## src/rtl/rpn_lan_pkg.sv

```systemverilog
// Shared LAN message layout, type codes, FSM encoding and BRAM addressing for
// the reliable LAN transmitter.
package rpn_lan_pkg;

   localparam logic [7:0] RPN_MSG_TYPE_LAN_PUB = 8'h21;
   localparam logic [7:0] RPN_MSG_TYPE_LAN_ACK = 8'h22;

   localparam int MSG_TYPE_WIDTH = 8;

   // PUB_LAN packet: type | sender | seq | fwd_ctid | data, LSB first
   localparam int PUB_LAN_TYPE_OFFSET     = 0;
   localparam int PUB_LAN_SENDER_OFFSET   = 8;
   localparam int PUB_LAN_SENDER_WIDTH    = 8;
   localparam int PUB_LAN_SEQ_OFFSET      = 16;
   localparam int PUB_LAN_SEQ_WIDTH       = 32;
   localparam int PUB_LAN_FWD_CTID_OFFSET = 48;
   localparam int PUB_LAN_FWD_CTID_WIDTH  = 8;
   localparam int PUB_LAN_DATA_OFFSET     = 56;
   localparam int PUB_LAN_DATA_WIDTH      = 256;

   localparam int LAN_ACK_TYPE_OFFSET   = 0;
   localparam int LAN_ACK_SENDER_OFFSET = 8;
   localparam int LAN_ACK_SENDER_WIDTH  = 8;
   localparam int LAN_ACK_SEQ_OFFSET    = 16;
   localparam int LAN_ACK_SEQ_WIDTH     = 32;
   localparam int LAN_ACK_END           = LAN_ACK_SEQ_OFFSET + LAN_ACK_SEQ_WIDTH;

   localparam int BRAM_ADDR_SHIFT = 2;

   typedef enum logic [2:0] {
      ST_IDLE      = 3'd0,
      ST_READ_SEQ  = 3'd1,
      ST_SEND      = 3'd2,
      ST_WAIT_ACK  = 3'd3,
      ST_WRITE_SEQ = 3'd4,
      ST_ERROR     = 3'd5
   } lan_tx_state_t;

endpackage

```

## src/rtl/rpn_lan_ack_timer.sv

```systemverilog
// Loadable up-counter with synchronous clear, count enable and a terminal-count
// flag; shared by the LAN and WAN transmitters for ACK timeouts.
module rpn_lan_ack_timer #(
   parameter int WIDTH = 17
) (
   input  logic             i_clk,
   input  logic             i_ap_rst_n,
   input  logic             clear,
   input  logic             load,
   input  logic [WIDTH-1:0] load_value,
   input  logic             enable,
   input  logic [WIDTH-1:0] terminal,
   output logic [WIDTH-1:0] count,
   output logic             expired
);

   // clear has priority over load, load over counting
   always_ff @(posedge i_clk or negedge i_ap_rst_n) begin
      if (!i_ap_rst_n) begin
         count <= '0;
      end else if (clear) begin
         count <= '0;
      end else if (load) begin
         count <= load_value;
      end else if (enable) begin
         count <= count + WIDTH'(1);
      end else begin
         count <= count;
      end
   end

   assign expired = (count == terminal);

endmodule

```

## src/rtl/rpn_lan_tx.sv

```systemverilog
// Reliable LAN transmitter: stamps each control message with the next
// per-destination sequence number, retransmits until ACKed, then commits it.
module rpn_lan_tx
   import rpn_lan_pkg::*;
#(
   parameter int AXIS_DATA_WIDTH           = 512,
   parameter int AXIS_KEEP_WIDTH           = 64,
   parameter int NODE_ID_WIDTH             = 8,
   parameter int CLUSTER_ID_WIDTH          = 8,
   parameter int LAN_SEQUENCE_NUMBER_WIDTH = 32,
   parameter int PUB_LAN_DATA_WIDTH        = 256,
   parameter int BRAM_ADDR_WIDTH           = 32,
   parameter int TIMEOUT_CYCLES            = 100000,
   parameter int MAX_RETRIES               = 7
) (
   input  logic                                 i_clk,
   input  logic                                 i_ap_rst_n,
   input  logic [NODE_ID_WIDTH-1:0]             i_node_id,
   input  logic                                 from_ctrl_tvalid,
   output logic                                 from_ctrl_tready,
   input  logic [PUB_LAN_DATA_WIDTH-1:0]        from_ctrl_tdata,
   input  logic [NODE_ID_WIDTH-1:0]             from_ctrl_tdest,
   input  logic [CLUSTER_ID_WIDTH-1:0]          from_ctrl_tuser,
   output logic                                 to_nb_tvalid,
   input  logic                                 to_nb_tready,
   output logic [AXIS_DATA_WIDTH-1:0]           to_nb_tdata,
   output logic [AXIS_KEEP_WIDTH-1:0]           to_nb_tkeep,
   output logic [NODE_ID_WIDTH-1:0]             to_nb_tdest,
   output logic                                 to_nb_tlast,
   input  logic                                 from_ack_tvalid,
   output logic                                 from_ack_tready,
   input  logic [AXIS_DATA_WIDTH-1:0]           from_ack_tdata,
   output logic                                 to_seq_BRAM_CLK,
   output logic                                 to_seq_BRAM_RST,
   output logic                                 to_seq_BRAM_EN,
   output logic [3:0]                           to_seq_BRAM_WEN,
   output logic [BRAM_ADDR_WIDTH-1:0]           to_seq_BRAM_ADDR,
   output logic [LAN_SEQUENCE_NUMBER_WIDTH-1:0] to_seq_BRAM_DIN,
   input  logic [LAN_SEQUENCE_NUMBER_WIDTH-1:0] to_seq_BRAM_DOUT,
   output logic                                 o_tx_error,
   output logic [NODE_ID_WIDTH-1:0]             o_tx_error_node
);

   localparam int TIMER_WIDTH = $clog2(TIMEOUT_CYCLES + 1);
   localparam int RETRY_WIDTH = (MAX_RETRIES > 0) ? $clog2(MAX_RETRIES + 1) : 1;

   lan_tx_state_t state, next_state;

   logic [PUB_LAN_DATA_WIDTH-1:0]        msg_data;
   logic [NODE_ID_WIDTH-1:0]             msg_dest;
   logic [CLUSTER_ID_WIDTH-1:0]          msg_ctid;
   logic [LAN_SEQUENCE_NUMBER_WIDTH-1:0] seq;
   logic [RETRY_WIDTH-1:0]               retry_cnt;
   logic [NODE_ID_WIDTH-1:0]             err_node;
   logic [NODE_ID_WIDTH-1:0]             bram_node;
   logic [TIMER_WIDTH-1:0]               unused_timer_count;
   logic                                 timer_expired;
   logic                                 ack_match;
   logic                                 retries_left;
   logic                                 unused_ack_bits;
   logic [AXIS_DATA_WIDTH-1:0]           pkt;

   assign ack_match = from_ack_tvalid
      && (from_ack_tdata[LAN_ACK_TYPE_OFFSET +: MSG_TYPE_WIDTH] == RPN_MSG_TYPE_LAN_ACK)
      && (from_ack_tdata[LAN_ACK_SENDER_OFFSET +: NODE_ID_WIDTH] == msg_dest)
      && (from_ack_tdata[LAN_ACK_SEQ_OFFSET +: LAN_SEQUENCE_NUMBER_WIDTH] == seq);
   assign unused_ack_bits = ^from_ack_tdata[AXIS_DATA_WIDTH-1:LAN_ACK_END];
   assign retries_left    = (retry_cnt < RETRY_WIDTH'(MAX_RETRIES));

   rpn_lan_ack_timer #(
      .WIDTH (TIMER_WIDTH)
   ) u_ack_timer (
      .i_clk      (i_clk),
      .i_ap_rst_n (i_ap_rst_n),
      .clear      (state == ST_SEND && to_nb_tready),
      .load       (1'b0),
      .load_value ({TIMER_WIDTH{1'b0}}),
      .enable     (state == ST_WAIT_ACK),
      .terminal   (TIMER_WIDTH'(TIMEOUT_CYCLES - 1)),
      .count      (unused_timer_count),
      .expired    (timer_expired)
   );

   always_ff @(posedge i_clk or negedge i_ap_rst_n) begin
      if (!i_ap_rst_n) begin
         state <= ST_IDLE;
      end else begin
         state <= next_state;
      end
   end

   // A matching ACK takes priority over a timeout in the same cycle
   always_comb begin
      next_state       = state;
      from_ctrl_tready = 1'b0;
      to_nb_tvalid     = 1'b0;
      to_seq_BRAM_EN   = 1'b0;
      to_seq_BRAM_WEN  = 4'h0;
      bram_node        = msg_dest;
      o_tx_error       = 1'b0;
      case (state)
         ST_IDLE: begin
            from_ctrl_tready = 1'b1;
            to_seq_BRAM_EN   = from_ctrl_tvalid;
            bram_node        = from_ctrl_tdest;
            if (from_ctrl_tvalid) next_state = ST_READ_SEQ;
            else                  next_state = ST_IDLE;
         end
         ST_READ_SEQ: next_state = ST_SEND;
         ST_SEND: begin
            to_nb_tvalid = 1'b1;
            if (to_nb_tready) next_state = ST_WAIT_ACK;
            else              next_state = ST_SEND;
         end
         ST_WAIT_ACK: begin
            if (ack_match)          next_state = ST_WRITE_SEQ;
            else if (!timer_expired) next_state = ST_WAIT_ACK;
            else if (retries_left)  next_state = ST_SEND;
            else                    next_state = ST_ERROR;
         end
         ST_WRITE_SEQ: begin
            to_seq_BRAM_EN  = 1'b1;
            to_seq_BRAM_WEN = 4'hF;
            next_state      = ST_IDLE;
         end
         ST_ERROR: begin
            o_tx_error = 1'b1;
            next_state = ST_IDLE;
         end
         default: next_state = ST_IDLE;
      endcase
   end

   always_ff @(posedge i_clk or negedge i_ap_rst_n) begin
      if (!i_ap_rst_n) begin
         msg_data  <= '0;
         msg_dest  <= '0;
         msg_ctid  <= '0;
         seq       <= '0;
         retry_cnt <= '0;
         err_node  <= '0;
      end else begin
         if (state == ST_IDLE && from_ctrl_tvalid) begin
            msg_data <= from_ctrl_tdata;
            msg_dest <= from_ctrl_tdest;
            msg_ctid <= from_ctrl_tuser;
         end
         if (state == ST_READ_SEQ) begin
            seq       <= to_seq_BRAM_DOUT + LAN_SEQUENCE_NUMBER_WIDTH'(1);
            retry_cnt <= '0;
         end
         if (state == ST_WAIT_ACK && next_state == ST_SEND) begin
            retry_cnt <= retry_cnt + RETRY_WIDTH'(1);
         end
         if (state == ST_WAIT_ACK && next_state == ST_ERROR) begin
            err_node <= msg_dest;
         end
      end
   end

   always_comb begin
      pkt = '0;
      pkt[PUB_LAN_TYPE_OFFSET +: MSG_TYPE_WIDTH]                 = RPN_MSG_TYPE_LAN_PUB;
      pkt[PUB_LAN_SENDER_OFFSET +: NODE_ID_WIDTH]                = i_node_id;
      pkt[PUB_LAN_SEQ_OFFSET +: LAN_SEQUENCE_NUMBER_WIDTH]       = seq;
      pkt[PUB_LAN_FWD_CTID_OFFSET +: CLUSTER_ID_WIDTH]           = msg_ctid;
      pkt[PUB_LAN_DATA_OFFSET +: PUB_LAN_DATA_WIDTH]             = msg_data;
   end

   assign to_nb_tdata      = pkt;
   assign to_nb_tkeep      = {AXIS_KEEP_WIDTH{1'b1}};
   assign to_nb_tdest      = msg_dest;
   assign to_nb_tlast      = 1'b1;
   assign from_ack_tready  = 1'b1;
   assign to_seq_BRAM_CLK  = i_clk;
   assign to_seq_BRAM_RST  = ~i_ap_rst_n;
   assign to_seq_BRAM_ADDR = BRAM_ADDR_WIDTH'(bram_node) << BRAM_ADDR_SHIFT;
   assign to_seq_BRAM_DIN  = seq;
   assign o_tx_error_node  = err_node;

endmodule

```

## config.mk

```make
export PLATFORM = sky130hd
export DESIGN_NAME = rpn_lan_tx
export DESIGN_NICKNAME = d
export VERILOG_FILES = /design/src/rtl/rpn_lan_pkg.sv /design/src/rtl/rpn_lan_ack_timer.sv /design/src/rtl/rpn_lan_tx.sv
export SDC_FILE = /design/constraint.sdc
export NUM_CORES = 1
export LEC_CHECK = 0
export CORE_AREA = 2 2 585 587
export CTS_CLUSTER_DIAMETER = 150
export DETAILED_ROUTE_END_ITERATION = 10
export DIE_AREA = 0 0 587 589
export HOLD_SLACK_MARGIN = 0.15
export SETUP_SLACK_MARGIN = 0.4
export SYNTH_ARGS = -nofsm -noshare
export SYNTH_HDL_FRONTEND = slang
export SYNTH_SLANG_ARGS = --single-unit
```

## constraint.sdc

```tcl
create_clock -name i_clk -period 1.7 [get_ports i_clk]
set_input_delay 0.34 -clock i_clk [delete_from_list [all_inputs] [get_ports i_clk]]
set_output_delay 0.34 -clock i_clk [all_outputs]
set_load 0.02 [all_outputs]
```

==> results.md, run 1 <==
- The vias per cell is 2.09.
- The post-detailed-route count of antenna-violating nets is 1.
- The fraction of layout instances using a drive strength above 1 is 0.434.
- In the post-synthesis netlist, the biggest area contributors are dfrtp_1, mux2_2, buf_4.
- The first global-routing pass estimated ~180000 um of wire.
- The CTS tree is built.
- The share of total power dissipated in the clock network is 0.298.
- The flow ran to the end, but the final reports show violations.
- The via count is 15000.
- The I/O pin total is around 1500.
- In this run the worst hold path is classified as in2async.
- The worst relative slew slack is 0.581.
- The transition time of the tightest slew-check pin is 0.626 ns.
- The analysis attributes to net switching a power of 13.0 mW.
- The die covers 346000 um2.
- The checks that failed: antenna rules, setup timing.
- The type of element capturing the critical path is an output pin.
- The first routing iteration left 548 violations.
- Adding up every negative setup slack in the final design gives -185.92 ns.
- The path type of the worst setup path is reg2out.
- The initial antenna violation count is between 100 and 150.
- The proportion of netlist area held by the largest area contributor is 0.504.
- The sequential group share of total power is 0.294.
- The number of optimization iterations in the first detailed-route pass is 4.
- In this run the cell area measured after placement is approximately 30000 um2.
- Synthesis produced 1322 cells.
- The relative contribution of combinational cells to total power is 0.407.
- The met1 layer wirelength in the final routing is approximately 47000 um.
- After clock tree synthesis, the clock-pin slew on the worst setup and hold paths is roughly 0.050 ns.
- The setup clock skew after layout is 0.0303 ns.
- The number of synthesized flops with an enable pin is 0.
- The synthesized design contains 335 register bits.
- Compared with the post-synthesis result, the final layout area differs by 130%.
- The number of max-slew violations in the final report was 0.
- The number of buffers inserted by port buffering is approximately 700.
- Of all nets on the critical path, the largest fanout is 5.
- The mapped netlist covers 16600 um2.
- After detailed routing, the total wire length is ~160000 um.
- The number of nets in the layout is 3417.
- The remaining global-route overflow is 0.
- Leaving out fill and tap cells, the most frequent cells in the layout are clkdlybuf4s50_1, dfrtp_1, conb_1.
- The dominant register cell in the synthesized netlist is dfrtp_1.
- Measured on the finished design, the core utilization comes to 0.113.
- Summed over all cells, the static leakage comes to 15.5 nW.
- In this run the vertical extent of the chip is between 500 and 600 um.
- The switching share of total power is 0.362.
- The final-layout fill cell count is 38600.
- After legalization and detailed placement, the total HPWL measured 133000 um.
- The maximum number of pins on one net before global-route repair is 83.
- During synthesis, Yosys emitted a total of 0 warnings.
- The most area-hungry cell type in the Yosys netlist is dfrtp_1.
- The final worst setup slack is -0.858 ns.
- The library cell used most frequently in the layout, excluding fill and tap cells, is clkdlybuf4s50_1.
- The portion of the clock cycle consumed by the worst path in the final layout is 1.50.
- Yosys mapped the design onto 46 distinct sky130hd cell types.
- The shortest period the worst path allows is between 2 and 3 ns.
- The cell-internal power is 22.9 mW.
- Setup repair after global routing could not meet its margin everywhere.
- Counting flops with an async set or reset pin after synthesis yields a share of 1.00.
- The peak supply drop is 720 uV.
- The via count of the first global-routing pass is 15000.
- Row generation in the floorplan step produced 214 rows.
- The count of max-cap constraint violations is 0.
- The uppermost metal layer occupied by signal nets is met5.
- The required time of the critical path is about 1.4 ns.
- The average cell area after synthesis is 12.6 um2.
- After routing the design area is approximately 38000 um2.
- Power spread over the standard cell area amounts to 939 nW/um2.
- The global placer's final weighted congestion is ~0.86.
- Setup violations remaining at the end of the flow were counted as 483.
- The number of failing hold endpoints at the final stage was 0.
- The critical path data arrival time is 2.22 ns.
- After detailed routing, the number of remaining DRC violations is 0.
- The area of the core is 339000 um2.
- The detailed route wirelength on metal2 is 75900 um.
- The clock reaches the later pin of the worst-skew pair after 0.80 ns.
- The average wire length per cell after detail routing is between 20 and 25 um.
- The setup check on the worst reg-to-reg path leaves a slack of -0.67 ns.
- The wire length on met3 is about 23000 um.
- Static timing analysis puts the maximum clock frequency at a little under 400 MHz.
- The launching element type of the critical path is a flip-flop.
- The total global routing track utilization is 0.0848.
- The die span in x is 587 um.
- The sequential-to-total area share from yosys stat is 0.504.
- For this configuration, the core starts out at a cell density of 0.0490.
[per-layer routing]
layer	GRT usage	vias to the layer above
li1	-	6425
met2	0.151	1100
met3	0.0560	325
met4	0.0395	10
met5	0	-
met1	0.0729	7165
[power groups by stage]
stage               Combinational [mW]  Clock (mW)  Sequential, mW
CTS                               14.6        11.2            10.5
global placement                  13.1      0.0790            10.5
finish                            14.6        10.7            10.6
floorplan                         3.29      0.0844            11.8
global route                      15.8        11.4            10.8
detailed placement                13.1      0.0790            10.6
[per-stage QoR]
step           worst slack (ns)  cells  hold WS (ns)  total power [mW]
6_report                 -0.858   7202         0.191              36.0
5_1_grt                  -0.955   7169         0.165              38.0
4_1_cts                  -0.950   7109         0.109              36.3
3_5_place_dp              -2.46   6711         0.388              23.7
3_3_place_gp              -2.57   6711         0.390              23.7
2_1_floorplan            -0.270   1618        0.0444              15.2
[kinds of logic (layout without fill, tap and decap cells)]
group	count (synthesis)	count (layout)	synth area share
compound gates	40	40	0.0124
other cells	2	344	0.000452
buf+inv	394	1396	0.178
simple gates	172	172	0.0583
xor+xnor	83	83	0.0437
fa+ha+maj	3	3	0.00226
mux	293	293	0.200
flops	335	335	0.504
[cell type report]
type / count / area, um2 / area share
Clock buffer: 70 / 1390 / 0.0363
Tap cell: 4536 / 5680 / 0.148
Sequential cell: 335 / 8410 / 0.220
Antenna cell: 46 / 115 / 0.00301
Inverter: 8 / 30.0 / 0.000784
Clock inverter: 18 / 253 / 0.00660
Timing Repair Buffer: 1300 / 14700 / 0.384
Multi-Input combinational cell: 889 / 7730 / 0.202
[Yosys cell counts (5+ instances only)]
cell type  number
buf_4         352
mux2_2        263
xor2_1         31
xnor2_1        52
nor2_1         56
dfrtp_1       335
mux2_1         20
buf_6          21
inv_1           8
a21oi_1        34
nand3_1        20
nor4_1          5
and2_1          6
nor3_1          6
nand2_1        17
nand4_1        21
and3_1          7
clkbuf_1        8
mux2_4          8
[path summary, 6_finish.rpt]
kind	start	end	cells past startpoint
max	state[0]$_DFF_PN0_	to_seq_BRAM_ADDR[2]	5
min	i_ap_rst_n	msg_data[30]$_DFFE_PN0P_	3
max reg2reg	state[0]$_DFF_PN0_	msg_data[159]$_DFFE_PN0P_	11
min reg2reg	msg_data[201]$_DFFE_PN0P_	msg_data[201]$_DFFE_PN0P_	1
max in group asynchronous	i_ap_rst_n	msg_data[194]$_DFFE_PN0P_	4
min in group i_clk	from_ctrl_tdata[14]	msg_data[14]$_DFFE_PN0P_	2
[timing repair]
| item | in CTS | in global routing |
|---|---|---|
| endpoints found under the setup margin | 697 | 697 |
| cloned | 8 | 20 |
| pin swaps | 24 | 13 |
| hold endpoints to repair | 582 | 3 |
| gates resized for setup | 1332 | 294 |
| buffers inserted | 55 | 26 |
| hold buffers | 248 | 1 |
[state kept, by name, summed over array words and instances (netlist names)]
| name | flops |
|---|---|
| msg_data | 256 |
| retry_cnt | 3 |
| state | 3 |
| o_tx_error_node | 8 |
| msg_ctid | 8 |
| to_nb_tdest | 8 |
| u_ack_timer.count | 17 |
| to_seq_BRAM_DIN | 32 |
[worst max-delay path: stages (launching register included)]
cell and delay (ns):
dfrtp_2 0.44, nor3_4 0.24, buf_12 0.15, buf_8 0.11, mux2_4 0.33, buf_12 0.15
(Power assumes the default switching activity.)
==> run 2, diff against run 1 <==
--- a/config.mk
+++ b/config.mk
@@ -5,6 +5,7 @@
 export SDC_FILE = /design/constraint.sdc
 export NUM_CORES = 1
 export LEC_CHECK = 0
+export ABC_CLOCK_PERIOD_IN_PS = 1700
 export CORE_AREA = 2 2 585 587
 export CTS_CLUSTER_DIAMETER = 150
 export DETAILED_ROUTE_END_ITERATION = 10
==> results of run 2 <==
No change in the layout: final DEF, timing and power equal those of run 1.
==> run 3, diff against run 2 <==
--- a/config.mk
+++ b/config.mk
@@ -7,7 +7,6 @@
 export LEC_CHECK = 0
 export ABC_CLOCK_PERIOD_IN_PS = 1700
 export CORE_AREA = 2 2 585 587
-export CTS_CLUSTER_DIAMETER = 150
 export DETAILED_ROUTE_END_ITERATION = 10
 export DIE_AREA = 0 0 587 589
 export HOLD_SLACK_MARGIN = 0.15
==> results of run 3 <==
No change in the layout: final DEF, timing and power equal those of run 1.
